## src/rtl/uart_tx_engine.sv

```systemverilog
// UART transmitter: one-byte holding register feeding an 8N1 shifter.
// Back-to-back bytes go out with no idle gap when the holder is refilled early.
module uart_tx_engine #(
  parameter int unsigned CLKS_PER_BIT = 5208
) (
  input  logic       clk,
  input  logic       reset,
  input  logic [7:0] TX_DATA,
  input  logic       TX_EN,
  output logic       TX_STATUS,
  output logic       TX_BUSY,
  output logic       UART_TX
);

  localparam logic [1:0] IDLE  = 2'd0;
  localparam logic [1:0] START = 2'd1;
  localparam logic [1:0] DATA  = 2'd2;
  localparam logic [1:0] STOP  = 2'd3;

  localparam logic [15:0] BAUD_LAST = 16'(CLKS_PER_BIT - 1);

  logic [1:0]  state;
  logic        hold_full;
  logic [7:0]  hold_q;
  logic [7:0]  shift_q;
  logic [15:0] baud_q;
  logic [2:0]  bit_q;
  logic        tx_q;

  logic bit_end;
  logic accept;
  logic load;

  assign bit_end = (baud_q == BAUD_LAST);
  assign accept  = TX_EN & ~hold_full;
  // holder drains into the shifter from IDLE or on the edge closing STOP
  assign load    = hold_full &
                   ((state == IDLE) | ((state == STOP) & bit_end));

  assign TX_STATUS = ~hold_full;
  assign TX_BUSY   = (state != IDLE);
  assign UART_TX   = tx_q;

  always_ff @(posedge clk or posedge reset) begin
    if (reset) begin
      state     <= IDLE;
      hold_full <= 1'b0;
      hold_q    <= 8'h00;
      shift_q   <= 8'h00;
      baud_q    <= 16'd0;
      bit_q     <= 3'd0;
      tx_q      <= 1'b1;
    end else begin
      if (accept) begin
        hold_q    <= TX_DATA;
        hold_full <= 1'b1;
      end else if (load) begin
        hold_full <= 1'b0;
      end

      unique case (state)
        IDLE: begin
          if (load) begin
            shift_q <= hold_q;
            state   <= START;
            tx_q    <= 1'b0;
            baud_q  <= 16'd0;
            bit_q   <= 3'd0;
          end
        end
        START: begin
          if (bit_end) begin
            state  <= DATA;
            tx_q   <= shift_q[0];
            baud_q <= 16'd0;
          end else begin
            baud_q <= baud_q + 16'd1;
          end
        end
        DATA: begin
          if (bit_end) begin
            baud_q <= 16'd0;
            if (bit_q == 3'd7) begin
              state <= STOP;
              tx_q  <= 1'b1;
            end else begin
              bit_q   <= bit_q + 3'd1;
              shift_q <= {1'b0, shift_q[7:1]};
              tx_q    <= shift_q[1];
            end
          end else begin
            baud_q <= baud_q + 16'd1;
          end
        end
        STOP: begin
          if (bit_end) begin
            baud_q <= 16'd0;
            if (load) begin
              shift_q <= hold_q;
              state   <= START;
              tx_q    <= 1'b0;
              bit_q   <= 3'd0;
            end else begin
              state <= IDLE;
              tx_q  <= 1'b1;
            end
          end else begin
            baud_q <= baud_q + 16'd1;
          end
        end
        default: state <= IDLE;
      endcase
    end
  end

endmodule

```

## config.mk

```make
export PLATFORM = sky130hd
export DESIGN_NAME = uart_tx_engine
export DESIGN_NICKNAME = d
export VERILOG_FILES = /design/src/rtl/uart_tx_engine.sv
export SDC_FILE = /design/constraint.sdc
export NUM_CORES = 1
export LEC_CHECK = 0
export CORE_MARGIN = 3
export CORE_UTILIZATION = 43
export DETAILED_ROUTE_END_ITERATION = 8
export DONT_BUFFER_PORTS = 1
export PLACE_DENSITY = 0.61
export SYNTH_ARGS = -nofsm -noshare
export SYNTH_HDL_FRONTEND = slang
export SYNTH_SLANG_ARGS = --single-unit
```

## constraint.sdc

```tcl
create_clock -name clk -period 4.18 [get_ports clk]
set_input_delay 0.836 -clock clk [delete_from_list [all_inputs] [get_ports clk]]
set_output_delay 0.836 -clock clk [all_outputs]
set_load 0.01 [all_outputs]
```

======== Word-level counts from Yosys, hierarchy flattened ========
Cells that the tools add are included.
Widths: inputs -> output; s select.
word-level totals
  flip-flop bits (word level) ............. 39
  bits in latches ......................... 0
  memory bits (writable) .................. 0
  ROM bits ................................ 0
  bits of input ports ..................... 11
  word-level logic and storage cells ...... 61
  memories ................................ 0
operators by class
  $add $sub $neg .......................... 2
  multiply operators ...................... 0
  divide/modulo/power cells ............... 0
  magnitude comparators ................... 0
  equal/unequal tests ..................... 11
  shifts and indexed selects .............. 0
  muxes and demuxes ....................... 28
  bitwise logic cells ..................... 5
  reduce and logical (&&, ||, !) cells .... 8
operator list
  operator               number
  $mux 16                2
  $mux 8                 4
  $pmux 16 s2            1
  $pmux 8 s3             1
  $add 16x1->16 const B  1
  $eq 16x13->1 const B   1
  $mux 3                 4
  $ne 2x2->1 const B     6
  $mux 2                 5
  $pmux 3 s3             1
  $mux 1                 8
  $pmux 2 s4             1
  $reduce_and 4->1       2
  $reduce_and 5->1       1
  $eq 2x2->1 const B     2
  $pmux 1 s4             1
  $reduce_bool 2->1      2
  $add 3x1->3 const B    1
  $and 1x1->1            3
  $eq 3x3->1 const B     1
  $reduce_bool 3->1      1
  $reduce_or 3->1        1
  $eq 2x1->1 const B     1
  $logic_not 2->1        1
  other kinds (2)        2

======== Longest topological paths before layout ========
  word-level depth ........................ 7
  depth in mapped cells ................... 8
  mapped depth without buffers ............ 7

======== Least setup slack after synthesis ========
OpenSTA, ideal clock, no wires.
  kind .................................... flip-flop to flip-flop
  start point ............................. register baud_q[0]
  end point ............................... register shift_q[0]
  arrival ................................. 1920 ps
  required time ........................... 4055 ps
  path slack .............................. 2135 ps
  cell stages (with the launch flop) ...... 9
  path buffers ............................ 2
  clock period less this slack ............ 2045 ps
  cell sequence ........................... dfrtp_1 -> ha_1 -> nor4bb_1 -> and4_1 -> buf_6 -> nand4_1 -> a21oi_1 -> buf_4 -> mux2_2
on the way
  longest elaborated chain between the ends .. 7
  elaborated cells between the ends (all ways) .. 10
  those cells by class .................... 3 x eq/ne; 3 x mux; 3 x bitwise; 1 x reduce/logical
RTL lines
  item                    line  source
  from (decl)             26    logic [15:0] baud_q;
  from (signal assigned)  77    baud_q <= baud_q + 16'd1;
  from (signal assigned)  92    baud_q <= baud_q + 16'd1;
  from (signal assigned)  108   baud_q <= baud_q + 16'd1;
  $eq 16x13->1 (*)        34    assign bit_end = (baud_q == BAUD_LAST);
  $and 1x1->1             38    ((state == IDLE) | ((state == STOP) & bit_end));
  $or 1x1->1              38
  $and 1x1->1             37    assign load = hold_full &
  $mux 8 (2 in a row)     n/a
  $pmux 8 s3              n/a
  to (signal assigned)    64    shift_q <= hold_q;
  to (signal assigned)    88    shift_q <= {1'b0, shift_q[7:1]};
  to (signal assigned)    99    shift_q <= hold_q;
  to (decl)               25    logic [7:0] shift_q;
Mark *: on every way between the ends. The rest lies on a longest branch, timed or not. The select of a mux whose other input is x is not followed.
A chain may end at the register's enable or synchronous reset.

======== Worst setup path in the final report ========
Ends and elaborated chain as after synthesis.

==> out/results.tsv <==
stage	metric	value	unit
outcome	status	complete, no violations	
setup_path	crit start category	register	
pwr	PD cells	642	mW/mm^2
clocking	# hold bufs at CTS	0	
layout	fill cell count	414	
routing	vias per inst	5.85	
timing	clk_skew	0.00420	ns
floorplan	Core ar.	0.00450	mm^2
global_route	grt total ovfl	0	
placed_design	dpl hpwl	2880	um
yosys	largest family of logic cells by synthesized area	simple AND/OR/NAND/NOR gates	
layout	commonest non-fill, non-tap cell in the layout	dfrtp_1	
layout	Diodes inserted	0	
timing	max-slew violations	0	
yosys	Yosys cell types	43	
timing	RSZ-0062 raised after global routing	false	
global_route	vias in the first global route	1418	
yosys	Post-Synthesis Cells	204	
routing	DRT antenna net count	0	
routing	drt pass-1 iters	4	
layout	commonest cells after routing, fill and taps aside	dfrtp_1 (38), o21ai_0 (24), nand2_1 (23)	
setup_path	critical path endpoint category	register	
clocking	CTS clk-pin slew, worst paths	0.08	ns
clocking	H-tree lvl count	2	
layout	Reg area	977	um^2
yosys	mean area per synthesized cell	10.2	um^2
yosys	Synth top area share	0.458	
clocking	CTS buffer count	5	
global_route	global-route wire length before repair	6690	um
yosys	Seq/Total Area, Yosys	0.470	
yosys	Mapped Nets	223	
timing	Fin Setup TNS	0	ns
layout	Layout Nets	223	
floorplan	row cnt	24	
setup_path	worst path cell trace	ha_1, nor4bb_1, and4_1, nand4_1, a21oi_1, mux2_2	
setup_path	Arr. time, crit path	3.16	ns
clocking	Resize count post-CTS	0	
yosys	Post-synth EDFFs	0	
timing	Hold Fails Final Rpt	0	
yosys	synth top area cells	dfrtp_1 (46%), mux2_2 (12%), o21ai_0 (5.8%), ha_1 (4.8%), nand2_1 (4.2%)	
global_route	gr usage total	0.154	
clocking	CTS Root Buffer Type	clkbuf_8	
floorplan	Die Width	75.5	um
floorplan	die area	0.00570	mm^2
routing	drt total wl	4110	um
routing	drc violations	0	
routing	via count of the routed design	1504	
yosys	cell accounting for the most synthesized area	dfrtp_1	
clocking	clock latency on the worst-skew pair	0.30	ns
clocking	clk sinks	39	
yosys	Ys Warns	0	
yosys	Mapped Area	0.00208	mm^2
floorplan	Starting Density	0.461	
global_route	initial antenna violation count	0	
layout	multi-input gate area in the final layout	0.00101	mm^2
yosys	XOR/XNOR share of the synthesized area	0.0211	
run	maxcap violations	0	
placed_design	PortBufs	0	
pwr	Pwr Total	0.00141	W
pwr	worst vdd ir	0.327	mV
pwr	Pleak	0.878	nW
clocking	CTS tree	done	
yosys	mux share of post-synthesis cell area	0.124	
yosys	Synth Area in Simple Gates	0.157	
timing	Worst Max-Slew Pin Slew	0.992	ns
floorplan	num ports	14	
yosys	Compound-Gate Fraction of Synth Area	0.135	
setup_path	slowest cell on the critical path	a21oi_1	
layout	Util after Layout	0.487	
yosys	dominant synthesized flop cell	dfrtp_1	
timing	Final min period	2.98	ns
routing	routed length per instance	16.0	um
timing	Peak Freq	336	MHz
worst_hold_path	worst min-delay path class	input port to async pin	
timing	# setup viols final	0	
layout	layout cells sized above 1	0.171	
setup_path	crit-path max FO	16	
timing	Hold Slack	0.487	ns
yosys	post-synthesis adder-cell area fraction	0.0482	
setup_path	type of the worst setup path	register to register	
floorplan	die span in y	75.5	um
setup_path	CP required	4.36	ns
setup_path	max incr delay on CP	0.81	ns
timing	Final period util	0.713	
yosys	async set or reset register ratio after synthesis	1.00	
clocking	postcts setup bufs	0	
layout	area delta synth->final	5.60	%
global_route	largest net degree at the start of global routing	25	
timing	Rel. slew slack	0.339	
yosys	FF+latch count, synth	39	
placed_design	routability cong.	0.888	
clocking	clk buf depth	2	
routing	DR iter-0 viols	75	
==> state kept, by name, summed over array words and instances, names as in the netlist <==
signal     count
baud_q        16
hold_q         8
shift_q        8
bit_q          3
state          2
UART_TX        1
hold_full      1
==> area by class of cell <==
cell class	count	area share
Sequential cell	39	0.446
Tap cell	52	0.0297
Multi-Input combinational cell	146	0.460
Clock buffer	5	0.0314
Inverter	11	0.0188
Clock inverter	3	0.0114
Timing Repair Buffer	1	0.00342
==> final timing paths <==
| kind | startpoint | endpoint | slack, ns | depth (start not counted) |
|---|---|---|---|---|
| max | baud_q[0] | shift_q[0] | 1.20 | 6 |
| min | reset | baud_q[1] | 0.49 | 1 |
| max reg2reg | baud_q[0] | shift_q[0] | 1.20 | 6 |
| min reg2reg | bit_q[0] | bit_q[0] | 0.49 | 1 |
| max in group asynchronous | reset | UART_TX | 2.91 | 2 |
| min in group clk | bit_q[0] | bit_q[0] | 0.49 | 1 |
==> report_power, final <==
group	leakage (nW)	internal, W	switching (W)	total (W)
logic	0.336	0.000259	0.000292	0.000551
registers	0.497	0.000498	0.0000957	0.000593
clock network	0.0443	0.000119	0.000146	0.000265
==> routing by layer <==
metal | vias up | share of wire | track usage
li1 | 733 | - | -
met1 | 744 | 0.50 | 0.215
met2 | 21 | 0.45 | 0.228
met3 | 6 | 0.036 | 0.0422
met4 | 0 | 0.016 | 0.0583
met5 | - | 0 | 0
==> synthesized netlist by cell type, types with 2 or more instances <==
master    number
dfrtp_1       38
o21ai_0       24
nand2_1       23
mux2_2        22
inv_1         11
nor2_1         9
nor3_1         9
ha_1           8
nand3_1        8
a21oi_1        3
a22o_1         3
clkbuf_1       3
nand4_1        3
nor4_1         3
o31ai_1        3
xnor2_1        3
a31o_2         2
buf_6          2
o21a_1         2
xor2_1         2
==> metrics by stage <==
step,cell area [um^2],instances,worst slack (ns)
after floorplan,2080,204,2.13
after global placement,2100,249,1.40
after detailed placement,2100,249,1.21
after CTS,2190,257,1.20
after global routing,2190,257,0.971
final,2190,257,1.20
==> critical path, delay by kind of cell (launching register included) <==
kind | cells | cell delay (ns)
AOI/OAI and AO/OA | 1 | 0.81
adders and majority gates | 1 | 0.24
DFF | 1 | 0.43
muxes | 1 | 0.43
and+or+nand+nor | 3 | 0.95
==> logic make-up after synthesis <==
kind of cell	after synthesis
AOI/OAI and AO/OA	45
buffers and inverters	19
adders and majority gates	8
xor gates and xnor gates	5
and+or+nand+nor	65
DFF	39
muxes	23
Note: power is estimated with default switching activity, not from simulation.
